==> config.mk <==
export PLATFORM = sky130hd
export DESIGN_NAME = velocity_mu_broadcast_scheduler
export DESIGN_NICKNAME = d
export VERILOG_FILES = /design/src/rtl/velocity_mu_broadcast_scheduler_pkg.sv /design/src/rtl/velocity_mu_broadcast_scheduler_rr_arbiter.sv /design/src/rtl/velocity_mu_broadcast_scheduler.sv
export SDC_FILE = /design/constraint.sdc
export NUM_CORES = 1
export LEC_CHECK = 0
export BUFFER_PORTS_ARGS = -buffer_cell sky130_fd_sc_hd__buf_4
export CAP_MARGIN = 20
export CORE_AREA = 2 2 220 222
export CTS_BUF_LIST = sky130_fd_sc_hd__clkbuf_16
export CTS_CLUSTER_DIAMETER = 120
export DETAILED_ROUTE_END_ITERATION = 10
export DIE_AREA = 0 0 222 224
export SLEW_MARGIN = 20
export SYNTH_ARGS = -nofsm -noshare
export SYNTH_HDL_FRONTEND = slang
export SYNTH_HIERARCHICAL = 1
export SYNTH_SLANG_ARGS = --single-unit
==> constraint.sdc <==
create_clock -name clk -period 8.7 [get_ports clk]
set_input_delay 1.74 -clock clk [delete_from_list [all_inputs] [get_ports clk]]
set_output_delay 1.74 -clock clk [all_outputs]
set_load 0.005 [all_outputs]
==> src/rtl/velocity_mu_broadcast_scheduler_pkg.sv <==
// Shared types for the velocity motion-update broadcast scheduler.
package velocity_mu_broadcast_scheduler_pkg;

  typedef enum logic [1:0] {
    IDLE   = 2'b00,
    ACTIVE = 2'b01,
    DRAIN  = 2'b10,
    GUARD  = 2'b11
  } mu_state_t;

  // A velocity and a destination cell are both packed 3-component vectors.
  localparam int unsigned VEC_COMPONENTS = 3;

  function automatic int unsigned vec_width(input int unsigned comp_width);
    return VEC_COMPONENTS * comp_width;
  endfunction

endpackage

==> src/rtl/velocity_mu_broadcast_scheduler_rr_arbiter.sv <==
// Combinational round-robin arbiter: first request at or after ptr+1 (mod NUM_REQ).
module rr_arbiter
  import velocity_mu_broadcast_scheduler_pkg::*;
#(
  parameter int unsigned NUM_REQ      = 4,
  parameter int unsigned REQ_ID_WIDTH = 2
) (
  input  logic [NUM_REQ-1:0]      req,
  input  logic [REQ_ID_WIDTH-1:0] ptr,
  output logic [NUM_REQ-1:0]      grant,
  output logic [REQ_ID_WIDTH-1:0] grant_idx,
  output logic                    grant_any
);

  int unsigned        idx;
  logic [NUM_REQ-1:0] rotated;

  // Scan requesters starting just past the last winner; first hit wins.
  always_comb begin
    grant     = '0;
    grant_idx = '0;
    grant_any = 1'b0;
    idx       = 0;
    rotated   = '0;
    for (int unsigned off = 1; off <= NUM_REQ; off++) begin
      idx     = (32'(ptr) + off) % NUM_REQ;
      rotated = req >> idx;
      if (!grant_any && rotated[0]) begin
        grant_any = 1'b1;
        grant     = NUM_REQ'(1) << idx;
        grant_idx = REQ_ID_WIDTH'(idx);
      end
    end
  end

endmodule

==> src/rtl/velocity_mu_broadcast_scheduler.sv <==
// Motion-update pass sequencer and round-robin broadcast bus arbiter.
// Optional per-pass statistics counters are built when MU_SCHED_STATS_EN is defined.
module velocity_mu_broadcast_scheduler
  import velocity_mu_broadcast_scheduler_pkg::*;
#(
  parameter int unsigned DATA_WIDTH    = 32,
  parameter int unsigned CELL_ID_WIDTH = 4,
  parameter int unsigned NUM_REQ       = 4,
  parameter int unsigned REQ_ID_WIDTH  = 2,
  parameter int unsigned GUARD_CYCLES  = 3
) (
  input  logic                                          clk,
  input  logic                                          rst,
  input  logic                                          mu_start,
  input  logic [NUM_REQ-1:0]                            req_valid,
  input  logic [NUM_REQ*VEC_COMPONENTS*DATA_WIDTH-1:0]    req_data,
  input  logic [NUM_REQ*VEC_COMPONENTS*CELL_ID_WIDTH-1:0] req_dst_cell,
  input  logic [NUM_REQ-1:0]                            req_last,
  input  logic [NUM_REQ-1:0]                            req_empty_done,
  output logic [NUM_REQ-1:0]                            req_ready,
  output logic                                          motion_update_enable,
  output logic [VEC_COMPONENTS*DATA_WIDTH-1:0]            out_data,
  output logic [VEC_COMPONENTS*CELL_ID_WIDTH-1:0]         out_dst_cell,
  output logic                                          out_valid,
  output logic                                          mu_busy,
`ifdef MU_SCHED_STATS_EN
  output logic [15:0]                                   stat_bcast_count,
  output logic [15:0]                                   stat_stall_count,
`endif
  output logic                                          mu_done
);

  localparam int unsigned VW = vec_width(DATA_WIDTH);
  localparam int unsigned CW = vec_width(CELL_ID_WIDTH);
  localparam int unsigned GW = $clog2(GUARD_CYCLES + 1);

  mu_state_t               state_q, state_d;
  logic [NUM_REQ-1:0]      done_mask_q, done_mask_d;
  logic [REQ_ID_WIDTH-1:0] rr_ptr_q;
  logic [GW-1:0]           guard_cnt_q;
  logic [NUM_REQ-1:0]      arb_req, grant;
  logic [REQ_ID_WIDTH-1:0] grant_idx;
  logic                    xfer;
  logic                    start_accept;
  logic [VW-1:0]           sel_data;
  logic [CW-1:0]           sel_cell;

  // Finished requesters are masked out so they never see ready again.
  assign arb_req      = (state_q == ACTIVE) ? (req_valid & ~done_mask_q) : '0;
  assign req_ready    = grant;
  assign start_accept = (state_q == IDLE) && mu_start;

  rr_arbiter #(
    .NUM_REQ      (NUM_REQ),
    .REQ_ID_WIDTH (REQ_ID_WIDTH)
  ) u_arb (
    .req       (arb_req),
    .ptr       (rr_ptr_q),
    .grant     (grant),
    .grant_idx (grant_idx),
    .grant_any (xfer)
  );

  // One-hot select of the granted requester's slices.
  always_comb begin
    sel_data = '0;
    sel_cell = '0;
    for (int unsigned i = 0; i < NUM_REQ; i++) begin
      if (grant[i]) begin
        sel_data = sel_data | req_data[i*VW +: VW];
        sel_cell = sel_cell | req_dst_cell[i*CW +: CW];
      end
    end
  end

  // Empty-done and last-transfer both retire a requester in the same cycle.
  always_comb begin
    done_mask_d = done_mask_q;
    if (state_q == ACTIVE) begin
      done_mask_d = done_mask_q | req_empty_done | (grant & req_last);
    end
  end

  // Next-state selection for the pass sequencer.
  always_comb begin
    state_d = state_q;
    unique case (state_q)
      IDLE:    if (mu_start) state_d = ACTIVE;
      ACTIVE:  if (&done_mask_d) state_d = DRAIN;
      DRAIN:   state_d = GUARD;
      GUARD:   if (guard_cnt_q == '0) state_d = IDLE;
      default: state_d = IDLE;
    endcase
  end

  // State register.
  always_ff @(posedge clk or negedge rst) begin
    if (!rst) state_q <= IDLE;
    else      state_q <= state_d;
  end

  // Registered outputs, broadcast register, pointer, mask and guard counter.
  always_ff @(posedge clk or negedge rst) begin
    if (!rst) begin
      motion_update_enable <= 1'b0;
      mu_busy              <= 1'b0;
      mu_done              <= 1'b0;
      out_valid            <= 1'b0;
      out_data             <= '0;
      out_dst_cell         <= '0;
      rr_ptr_q             <= '0;
      done_mask_q          <= '0;
      guard_cnt_q          <= '0;
    end else begin
      // Enable follows the next state so DRAIN keeps it high for the final beat.
      motion_update_enable <= (state_d == ACTIVE) || (state_d == DRAIN);
      mu_busy              <= (state_d != IDLE);
      mu_done              <= (state_q == GUARD) && (guard_cnt_q == '0);
      out_valid            <= xfer;
      if (xfer) begin
        out_data     <= sel_data;
        out_dst_cell <= sel_cell;
        rr_ptr_q     <= grant_idx;
      end
      done_mask_q <= start_accept ? '0 : done_mask_d;
      if (state_q == DRAIN) begin
        guard_cnt_q <= GW'(GUARD_CYCLES - 1);
      end else if ((state_q == GUARD) && (guard_cnt_q != '0)) begin
        guard_cnt_q <= guard_cnt_q - 1'b1;
      end
    end
  end

`ifdef MU_SCHED_STATS_EN
  logic stall;
  assign stall = (state_q == ACTIVE) && (|(req_valid & ~done_mask_q & ~grant));

  // Per-pass saturating transfer and stall counters; cleared by an accepted start.
  always_ff @(posedge clk or negedge rst) begin
    if (!rst) begin
      stat_bcast_count <= '0;
      stat_stall_count <= '0;
    end else if (start_accept) begin
      stat_bcast_count <= '0;
      stat_stall_count <= '0;
    end else begin
      if (xfer && (stat_bcast_count != '1)) stat_bcast_count <= stat_bcast_count + 16'd1;
      if (stall && (stat_stall_count != '1)) stat_stall_count <= stat_stall_count + 16'd1;
    end
  end
`endif

endmodule

# Yosys cells after proc, flatten, opt, wreduce, memory -nomap -nowiden
# Index checks and enable logic that the tools add are counted.
# Widths: inputs -> output; s select.
dict set report word_totals {
  reg_bits 122
  word_cells 84
  rom_bits 0
  ramBits 0
  mem_count 0
  latch_bits 0
  in_bits 447
}
dict set report classes {
  bitwise_logic 11
  n_addsub 5
  n_reduce_logical 16
  mul 0
  order_cmp 0
  n_div 0
  shift 8
  muxes 29
  eq_ne 5
}
# op count
set op_table {}
lappend op_table {{$mux 96} 4}
lappend op_table {{$or 96x96->96} 3}
lappend op_table {{$mux 12} 4}
lappend op_table {{$or 12x12->12} 3}
lappend op_table {{$mux 4} 7}
lappend op_table {{$mux 2} 9}
lappend op_table {{$shl 1x2->4 const A} 4}
lappend op_table {{$shr 4x2->1} 4}
lappend op_table {{$and 4x4->4} 2}
lappend op_table {{$or 4x4->4} 2}
lappend op_table {{$pmux 2 s4} 1}
lappend op_table {{$eq 2x2->1 const B} 3}
lappend op_table {{$logic_and 1x1->1} 6}
lappend op_table {{$reduce_bool 2->1} 3}
lappend op_table {{$add 2x1->2 const B} 2}
lappend op_table {{$add 2x2->2 const B} 2}
lappend op_table {{$eq 2x1->1 const B} 2}
lappend op_table {{$logic_not 2->1} 2}
lappend op_table {{$mux 1} 4}
lappend op_table {{$not 4->4} 1}
lappend op_table {{$reduce_and 4->1} 1}
lappend op_table {{$logic_not 1->1} 3}
lappend op_table {{$sub 2x1->2 const B} 1}
lappend op_table {{$logic_or 1x1->1} 1}

# Depth between registers and ports, before layout
# Gate-level depths: netlist of the first run.
dict set report depth {
  depth_word 22
  depth_mapped 15
  depth_no_buf 12
}

# Cells and area by module
# Netlist of the first run, hierarchy kept.
# module cells_per_inst seq_area_each_um2 n_inst area_per_inst_um2
set modules_own_cells {}
lappend modules_own_cells {velocity_mu_broadcast_scheduler 671 3052.9 1 6358.6}
lappend modules_own_cells {rr_arbiter 77 0.0 1 611.8}

# Least setup slack after synthesis of the first run
# OpenSTA, ideal clock, no wires.
dict set report synth_timing {
  path_type {in2out}
  from {input req_valid[0]}
  to {output req_ready[0]}
  arrival_ns 3.207
  path_slack_ns 3.753
  stages 5
  t_required_ns 6.960
  path_cell_list {nor3b_1 > mux2i_1 > mux2_2 > a211oi_1 > o21ai_0}
}
dict set report synth_between {
  elab_chain_len 13
}
# element line_no
set synth_rtl {}
lappend synth_rtl {{from (decl)} velocity_mu_broadcast_scheduler.sv:15} ;# input logic [NUM_REQ-1:0] req_valid,
lappend synth_rtl {{$and 4x4->4 *} velocity_mu_broadcast_scheduler.sv:49} ;# assign arb_req = (state_q == ACTIVE) ? (req_valid & ~done_mask_q) : '0;
lappend synth_rtl {{$mux 4 *} velocity_mu_broadcast_scheduler.sv:49}
lappend synth_rtl {{$shr 4x2->1} velocity_mu_broadcast_scheduler_rr_arbiter.sv:27} ;# rotated = req >> idx;
lappend synth_rtl {{$mux 1} velocity_mu_broadcast_scheduler_rr_arbiter.sv:28} ;# if (!grant_any && rotated[0]) begin
lappend synth_rtl {{$logic_not 1->1} velocity_mu_broadcast_scheduler_rr_arbiter.sv:28}
lappend synth_rtl {{$logic_and 1x1->1} velocity_mu_broadcast_scheduler_rr_arbiter.sv:28}
lappend synth_rtl {{$mux 1} velocity_mu_broadcast_scheduler_rr_arbiter.sv:28}
lappend synth_rtl {{$logic_not 1->1} velocity_mu_broadcast_scheduler_rr_arbiter.sv:28}
lappend synth_rtl {{$logic_and 1x1->1} velocity_mu_broadcast_scheduler_rr_arbiter.sv:28}
lappend synth_rtl {{$mux 1} velocity_mu_broadcast_scheduler_rr_arbiter.sv:28}
lappend synth_rtl {{$logic_not 1->1} velocity_mu_broadcast_scheduler_rr_arbiter.sv:28}
lappend synth_rtl {{$logic_and 1x1->1} velocity_mu_broadcast_scheduler_rr_arbiter.sv:28}
lappend synth_rtl {{$mux 4 *} velocity_mu_broadcast_scheduler_rr_arbiter.sv:28}
lappend synth_rtl {{to (decl)} velocity_mu_broadcast_scheduler.sv:20} ;# output logic [NUM_REQ-1:0] req_ready,
# Every way passes the cells marked *; elsewhere a longest branch is shown, timed or not.

# Worst setup path after layout of the first run
dict set report layout_timing {
  from {input req_valid[0]}
  to {output req_ready[1]}
}
dict set report layout_between {
  elab_chain_len 13
}
# element line_no
set layout_rtl {}
lappend layout_rtl {{$and 4x4->4 *} velocity_mu_broadcast_scheduler.sv:49}
lappend layout_rtl {{$mux 4 *} velocity_mu_broadcast_scheduler.sv:49}
lappend layout_rtl {{via arb_req[0]} velocity_mu_broadcast_scheduler.sv:41} ;# logic [NUM_REQ-1:0] arb_req, grant;
lappend layout_rtl {{$shr 4x2->1} velocity_mu_broadcast_scheduler_rr_arbiter.sv:27}
lappend layout_rtl {{$mux 1} velocity_mu_broadcast_scheduler_rr_arbiter.sv:28}
lappend layout_rtl {{$logic_not 1->1} velocity_mu_broadcast_scheduler_rr_arbiter.sv:28}
lappend layout_rtl {{$logic_and 1x1->1} velocity_mu_broadcast_scheduler_rr_arbiter.sv:28}
lappend layout_rtl {{$mux 1} velocity_mu_broadcast_scheduler_rr_arbiter.sv:28}
lappend layout_rtl {{$logic_not 1->1} velocity_mu_broadcast_scheduler_rr_arbiter.sv:28}
lappend layout_rtl {{$logic_and 1x1->1} velocity_mu_broadcast_scheduler_rr_arbiter.sv:28}
lappend layout_rtl {{$mux 1} velocity_mu_broadcast_scheduler_rr_arbiter.sv:28}
lappend layout_rtl {{$logic_not 1->1} velocity_mu_broadcast_scheduler_rr_arbiter.sv:28}
lappend layout_rtl {{$logic_and 1x1->1} velocity_mu_broadcast_scheduler_rr_arbiter.sv:28}
lappend layout_rtl {{$mux 4 *} velocity_mu_broadcast_scheduler_rr_arbiter.sv:28}
# The timed path passes the listed nets; every way through them passes the cells marked *.

==> results of run 1 <==
## final cells by class
class                      count  area (sq um)  area share (%)
antenna                        1          2.50          0.0203
clock buffer                  17           425            3.45
clock inverter                15           135            1.09
inverter                       7          26.3           0.213
multi-input combinational    541          3610            29.2
sequential                   122          3050            24.7
tap                          615           769            6.23
timing repair buffer         573          4330            35.0
## state kept, by name, indices dropped and copies added (netlist names)
| register | flops |
|---|---|
| out_valid | 1 |
| out_dst_cell | 12 |
| motion_update_enable | 1 |
| mu_done | 1 |
| guard_cnt_q | 2 |
| out_data | 96 |
| state_q | 2 |
| mu_busy | 1 |
| done_mask_q | 4 |
| rr_ptr_q | 2 |
## path summary, 6_finish.rpt
path                                              to  slack [ns]  cells after the start            start
worst max-delay path                    req_ready[1]        2.58                      8     req_valid[0]
worst min-delay path                 out_dst_cell[1]        0.54                      2  out_dst_cell[1]
worst max register to register  motion_update_enable        3.65                     12      rr_ptr_q[0]
worst min register to register       out_dst_cell[1]        0.54                      2  out_dst_cell[1]
max in group asynchronous                out_data[3]        6.18                      2              rst
min in group asynchronous               out_data[46]        1.24                      1              rst
## routing by layer
layer,vias to the layer above,part of all wire [%],GRT usage (%)
met5,-,0,0
met4,0,3.8,6.43
met3,60,8.9,5.40
met2,502,48,22.9
met1,4016,39,15.7
li1,3978,-,-
## worst max-delay path: cells and delay by family
kind / cells / cell delay (ns)
AO/OA/AOI/OAI: 2 / 0.45
buffers and inverters: 3 / 0.65
multiplexers: 2 / 0.82
AND/OR/NAND/NOR: 1 / 0.70
## power groups by stage
| stage | registers [W] | logic [W] | clock network (W) |
|---|---|---|---|
| floorplan | 0.00111 | 0.00223 | 0 |
| global placement | 0.00113 | 0.00348 | 0 |
| detailed placement | 0.00114 | 0.00354 | 0 |
| CTS | 0.00114 | 0.00354 | 0.000739 |
| global route | 0.00118 | 0.00393 | 0.000760 |
| finish | 0.00114 | 0.00353 | 0.000697 |
## Yosys cell counts, types with 2 or more instances
master    instances  area share (%)
buf_6             2            0.32
a21oi_1           5            0.36
nor2_1          118             6.4
a31oi_1         108             9.7
inv_1             7            0.38
clkbuf_1         47             2.5
mux2_2            3            0.48
nor2b_1           6            0.54
buf_2            18             1.3
o21a_1            2            0.22
a21oi_2           2            0.25
a22oi_1         216              23
mux2i_1           4            0.57
buf_1            10            0.54
o21ai_0           8            0.57
a21o_1            4            0.43
a211oi_1          5            0.54
nand2b_1          7            0.63
nand2_1          12            0.65
nor3b_1           4            0.43
dfrtp_1         122              44
mux4_2            4             1.3
o221ai_1          2            0.25
o22ai_1           8            0.72
ha_1             10             1.8
## cell families (layout without fill, tap and decap cells)
kind of cell	after synthesis	after routing	synth area share, %
other cells	0	1	0
mux	11	11	2.35
compound gates	366	366	37.1
fa+ha+maj	10	10	1.80
simple gates	154	154	9.75
flops	122	122	43.8
buf+inv	85	612	5.17
## through the flow
step	utilization [%]	worst slack [ns]	cell area, sq um
2_1_floorplan	-	3.75	6970
3_3_place_gp	24.8	2.72	11800
3_5_place_dp	24.8	2.51	11800
4_1_cts	26.0	2.60	12300
5_1_grt	26.1	2.28	12300
6_report	26.1	2.58	12300
==> flow_summary_export.csv, run 1 <==
group,metric,value,unit
yosys,ys_ff_latch,122,
yosys,ys.flop_type,"dfrtp_1",
timing,hold_violations,0,
worst_setup_path,worstPathCellList,"buf_4, nor3b_1, mux2i_1, mux2_2, a211oi_1, o21ai_4, buf_4, buf_4",
global_route,grt_pass1_wl,51.9,mm
floorplanning,dieArea,49700,sq um
timing,fin_tns_setup,0,ns
pwr,combPwrFrac,65.8,%
clock_tree,clock_sinks,122,
timing,drv_slew,0,
yosys,ys_types,39,
drt,wire_per_inst,18.6,microns
worst_setup_path,crit_top_cell,"buf_4",
pwr,total_power,0.00537,W
clock_tree,clockBufferDepth,2,
yosys,yosys_warnings,6,
timing,fin_crit_sh,70.4,%
global_route,overflow,0,
floorplanning,num_rows,80,
drt,num_vias,8556,
pwr,switching_power,0.00256,W
drt,drc_errors,0,
clock_tree,cts-resized-gates,0,
clock_tree,cts_root_buf,"clkbuf_16",
worst_setup_path,crit_required,6.96,ns
placed_design,dp_cells,1857,
floorplanning,initial_core_util,14.7,%
placed_design,globalplace.congestion,0.870,
timing,fin_crit,6.12,ns
timing,rsz0062_at_grt,"false",
timing,max_slew.worst_pin.slew,0.945,ns
drt,drtPass1Iterations,5,
cells_and_area,area_growth,77.1,%
cells_and_area,instances_no_fill,1891,
floorplanning,ios,563,
pwr,seq_power_share,21.2,%
yosys,netlist_instances,748,
timing,relSlewSlack,37.0,%
clock_tree,numCtsBuffers,17,
cells_and_area,fill_cells,5103,
pwr,power_density,435,nW/um^2
floorplanning,die_h,224,microns
global_route,antenna_found_initial,1,
clock_tree,clock_latency,0.47,ns
cells_and_area,mostFrequentLayoutCell,"buf_4",
timing,timing.hold.ws,0.539,ns
worst_setup_path,critPathArrivalTime,4.38,ns
pwr,peakVddDrop,0.348,mV
worst_setup_path,path_max_fanout,61,
global_route,grt_max_degree,89,
flow_run,max_cap_violations,0,
clock_tree,tritoncts,"yes",
floorplanning,core,47300,sq um
yosys,synth_edf_count,0,
placed_design,hpwl,27.0,mm
clock_tree,h-tree-depth,4,
hold_path,hold_path_class,"reg -> reg",
placed_design,portBuffers,562,
global_route,grt_pass1_vias,8745,
yosys,ys_seq_area_share,43.8,%
timing,clock.fmax,163,MHz
pwr,clkPwrFrac,13.0,%
pwr,p_int,0.00281,W
timing,finalSetupViolations,0,
yosys,synth-async-reset-ratio,100,%
clock_tree,clkTransAtPathRegs,0.06,ns
worst_setup_path,path_class,"in -> out",
drt,drt_iter0_markers,458,
drt,wirelength,35.1,mm
cells_and_area,layout-drive-gt1-share,48.6,%
floorplanning,die_w,222,microns
clock_tree,post-cts-setup-buffer-count,0,
yosys,syn-mean-instance-area,9.32,sq um
run_status,status,"complete, no violations",
yosys,synth.cell_area,6970,sq um
drt,ant_nets,0,
pwr,switching_share,47.7,%
yosys,synth_fp_nets,1205,
worst_setup_path,cp-start-kind,"input port",
worst_setup_path,max_stage_delay,0.70,ns
timing,finalClockSkew,0.0111,ns
worst_setup_path,slowest_stage,"nor3b_1",
cells_and_area,final_cell_mix,"buf_4 (571), a22oi_1 (216), dfrtp_1 (122)",
pwr,leakagePower,5.43,nW
clock_tree,hold_buffers,0,
global_route,track_usage,13.8,%
worst_setup_path,worst_setup_path_end_kind,"output pin",
cells_and_area,nNetsFinal,1719,
drt,via_per_inst,4.52,
(Power assumes the default switching activity.)
==> inputs of run 2 (changes only) <==
Settings changed: ABC_AREA from default to 1.
Clock period 8.7 ns to 5.44 ns, I/O delays scaled along.
==> run 2 against run 1 <==
Net effect: worst hold slack worse by 0.054 ns; cell count increased by 14%; final area increased by 4.9%; die area did not move; routed wire length grew 0.52%; clock power increased by 65%; global-route usage rose by 0.23 points; count of clock-buffer cells in the layout unchanged; first-iteration DRC count increased by 4.4%; power is 83% higher; sequential share of layout area shrank 1.1 points; non-clock buffer count up 1.
==> flow_summary_export.csv, run 2 <==
group,metric,value,unit
yosys,ys_top_cells_by_count,"nand2_1 (363), dfrtp_1 (122), a21oi_1 (119)",
yosys,synth_compound_area_share,22.8,%
placed_design,dp_cells,2114,
yosys,synth.largest_area_cell,"dfrtp_1",
worst_setup_path,crit_top_cell,"nand3_4",
pwr,power_density,758,nW/um^2
hold_path,hold_path_class,"reg -> reg",
drt,drtPass1Iterations,5,
clock_tree,cts_root_buf,"clkbuf_16",
clock_tree,numCtsBuffers,17,
clock_tree,tritoncts,"yes",
pwr,leakagePower,6.55,nW
floorplanning,num_rows,80,
yosys,synth-simple-area-share,28.1,%
clock_tree,clock_latency,0.47,ns
cells_and_area,largest_reg_flops,96,
timing,fin_crit,4.47,ns
global_route,grt_pass1_wl,52.8,mm
global_route,antenna_found_initial,3,
yosys,synth_top_area_share,40.4,%
yosys,netlist_instances,999,
yosys,ys_seq_area_share,40.4,%
worst_setup_path,crit_required,4.35,ns
floorplanning,die_h,224,microns
yosys,yosys-top-cells-area,"dfrtp_1 (40%), nand2_1 (18%), a221oi_1 (10%)",
yosys,syn-mean-instance-area,7.56,sq um
drt,drc_errors,0,
clock_tree,hold_buffers,0,
yosys,ys_types,29,
placed_design,portBuffers,562,
yosys,synth-async-reset-ratio,100,%
cells_and_area,layout-drive-gt1-share,43.0,%
global_route,overflow,0,
cells_and_area,largest-register,"out_data",
drt,via_per_inst,4.28,
cells_and_area,area_growth,71.4,%
yosys,synth_edf_count,0,
worst_setup_path,slowest_stage,"dfrtp_1",
global_route,track_usage,14.1,%
clock_tree,h-tree-depth,4,
yosys,yosys_warnings,6,
timing,relSlewSlack,44.0,%
drt,ant_nets,0,
timing,finalClockSkew,0.0144,ns
clock_tree,cts-resized-gates,0,
clock_tree,post-cts-setup-buffer-count,0,
floorplanning,dieArea,49700,sq um
global_route,grt_max_degree,124,
yosys,ys.flop_type,"dfrtp_1",
floorplanning,initial_core_util,16.0,%
yosys,synthXorXnorAreaFrac,0,%
pwr,peakVddDrop,0.594,mV
cells_and_area,instances_no_fill,2150,
yosys,synth_fp_nets,1456,
placed_design,hpwl,28.0,mm
drt,wire_per_inst,16.4,microns
drt,wirelength,35.3,mm
worst_setup_path,worstPathCellList,"inv_8, ha_1, inv_2, nand3_4, nand2_4, nor2_2, a21oi_1, nand3_4, buf_4",
run_status,status,"complete, no violations",
timing,clock.fmax,224,MHz
timing,drv_slew,0,
worst_setup_path,path_class,"reg -> out",
yosys,synth_adder_area_share,1.66,%
timing,hold_violations,0,
timing,max_slew.worst_pin.slew,0.841,ns
timing,fin_crit_sh,82.1,%
yosys,yosysMostFrequentCell,"nand2_1",
worst_setup_path,max_stage_delay,0.71,ns
drt,drt_iter0_markers,478,
cells_and_area,mostFrequentLayoutCell,"buf_4",
flow_run,max_cap_violations,0,
clock_tree,clock_sinks,122,
yosys,synth_top_family_by_area,"simple AND/OR/NAND/NOR gates",
cells_and_area,nNetsFinal,1976,
yosys,ys_ff_latch,122,
clock_tree,clockBufferDepth,2,
placed_design,globalplace.congestion,0.894,
global_route,grt_pass1_vias,9225,
worst_setup_path,cp-start-kind,"flip-flop",
worst_setup_path,critPathArrivalTime,3.38,ns
floorplanning,core,47300,sq um
cells_and_area,reg_top3,"out_data (96), out_dst_cell (12), done_mask_q (4)",
clock_tree,clkTransAtPathRegs,0.06,ns
cells_and_area,fin_util,27.3,%
worst_setup_path,worst_setup_path_end_kind,"output pin",
drt,num_vias,9195,
timing,fin_tns_setup,0,ns
timing,rsz0062_at_grt,"false",
worst_setup_path,r2r_cells,12,
floorplanning,ios,563,
timing,finalSetupViolations,0,
worst_setup_path,path_max_fanout,50,
yosys,synthMuxAreaShare,0.298,%
timing,timing.hold.ws,0.485,ns
hold_path,holdPathStages,2,
floorplanning,die_w,222,microns
yosys,synth.cell_area,7550,sq um
cells_and_area,final_cell_mix,"buf_4 (571), nand2_1 (363), dfrtp_1 (122)",
-- run 2: changes by cell type in the layout (fill, tap and decap cells not counted), sizes merged, moves of 5 or more --
cell,delta
a211oi,-5
a21oi,+113
a221oi,+108
a22oi,-216
a31oi,-107
inv,+27
nand2,+366
nand2b,-7
nand3,+19
nand4,+6
nor2b,-6
o21ai,-6
o22ai,-8
-- run 2: per-layer routing --
| metal | share of wire, % | vias up | GRT usage (%) |
|---|---|---|---|
| met2 | 50 | 466 | 24.6 |
| met5 | 0 | - | 0 |
| met3 | 7.8 | 43 | 4.84 |
| met4 | 2.6 | 0 | 6.17 |
| met1 | 39 | 4227 | 15.5 |
| li1 | - | 4459 | - |
-- run 2: logic make-up after synthesis --
logic type	after synthesis
multiplexers	2
AO/OA/AOI/OAI	235
flip-flops	122
buffers and inverters	105
AND/OR/NAND/NOR	525
adder cells (fa/ha/maj)	10
-- run 2: report_power, final --
part | internal (W) | leakage (nW) | switching (W) | total [W]
clock network | 0.000709 | 0.293 | 0.000443 | 0.00115
logic | 0.00280 | 4.79 | 0.00404 | 0.00684
registers | 0.00152 | 1.47 | 0.000302 | 0.00182
total | 0.00503 | 6.55 | 0.00479 | 0.00982
-- run 2: cell type report --
cell class                      instances  area [sq um]
Fill cell                            5169         34400
Antenna cell                            3          7.51
Multi-Input combinational cell        772          4060
Tap cell                              615           769
Clock buffer                           17           425
Timing Repair Buffer                  574          4350
Clock inverter                         15           159
Sequential cell                       122          3050
Inverter                               32           130
-- run 2: final timing paths --
kind	startpoint	endpoint	slack, ns
max	rr_ptr_q[0]	req_ready[2]	0.97
min	guard_cnt_q[0]	guard_cnt_q[0]	0.48
max reg2reg	rr_ptr_q[0]	out_data[11]	1.46
min reg2reg	guard_cnt_q[0]	guard_cnt_q[0]	0.48
max in group asynchronous	rst	out_data[69]	3.97
min in group asynchronous	rst	out_data[89]	0.52
-- run 2: critical path, delay by kind of cell, from the launching register on --
family | cells | cell delay (ns)
compound gates | 1 | 0.26
flops | 1 | 0.71
simple gates | 4 | 0.90
fa+ha+maj | 1 | 0.41
buf+inv | 3 | 0.63
-- run 2: per-stage QoR --
step                setup slack (ns)  total power, W  instance area [sq um]
CTS                            0.855         0.00993                  12900
global placement                1.26         0.00855                  12300
global route                   0.732          0.0108                  12900
floorplan                       2.41         0.00650                   7550
finish                         0.973         0.00982                  12900
detailed placement              1.17         0.00874                  12300
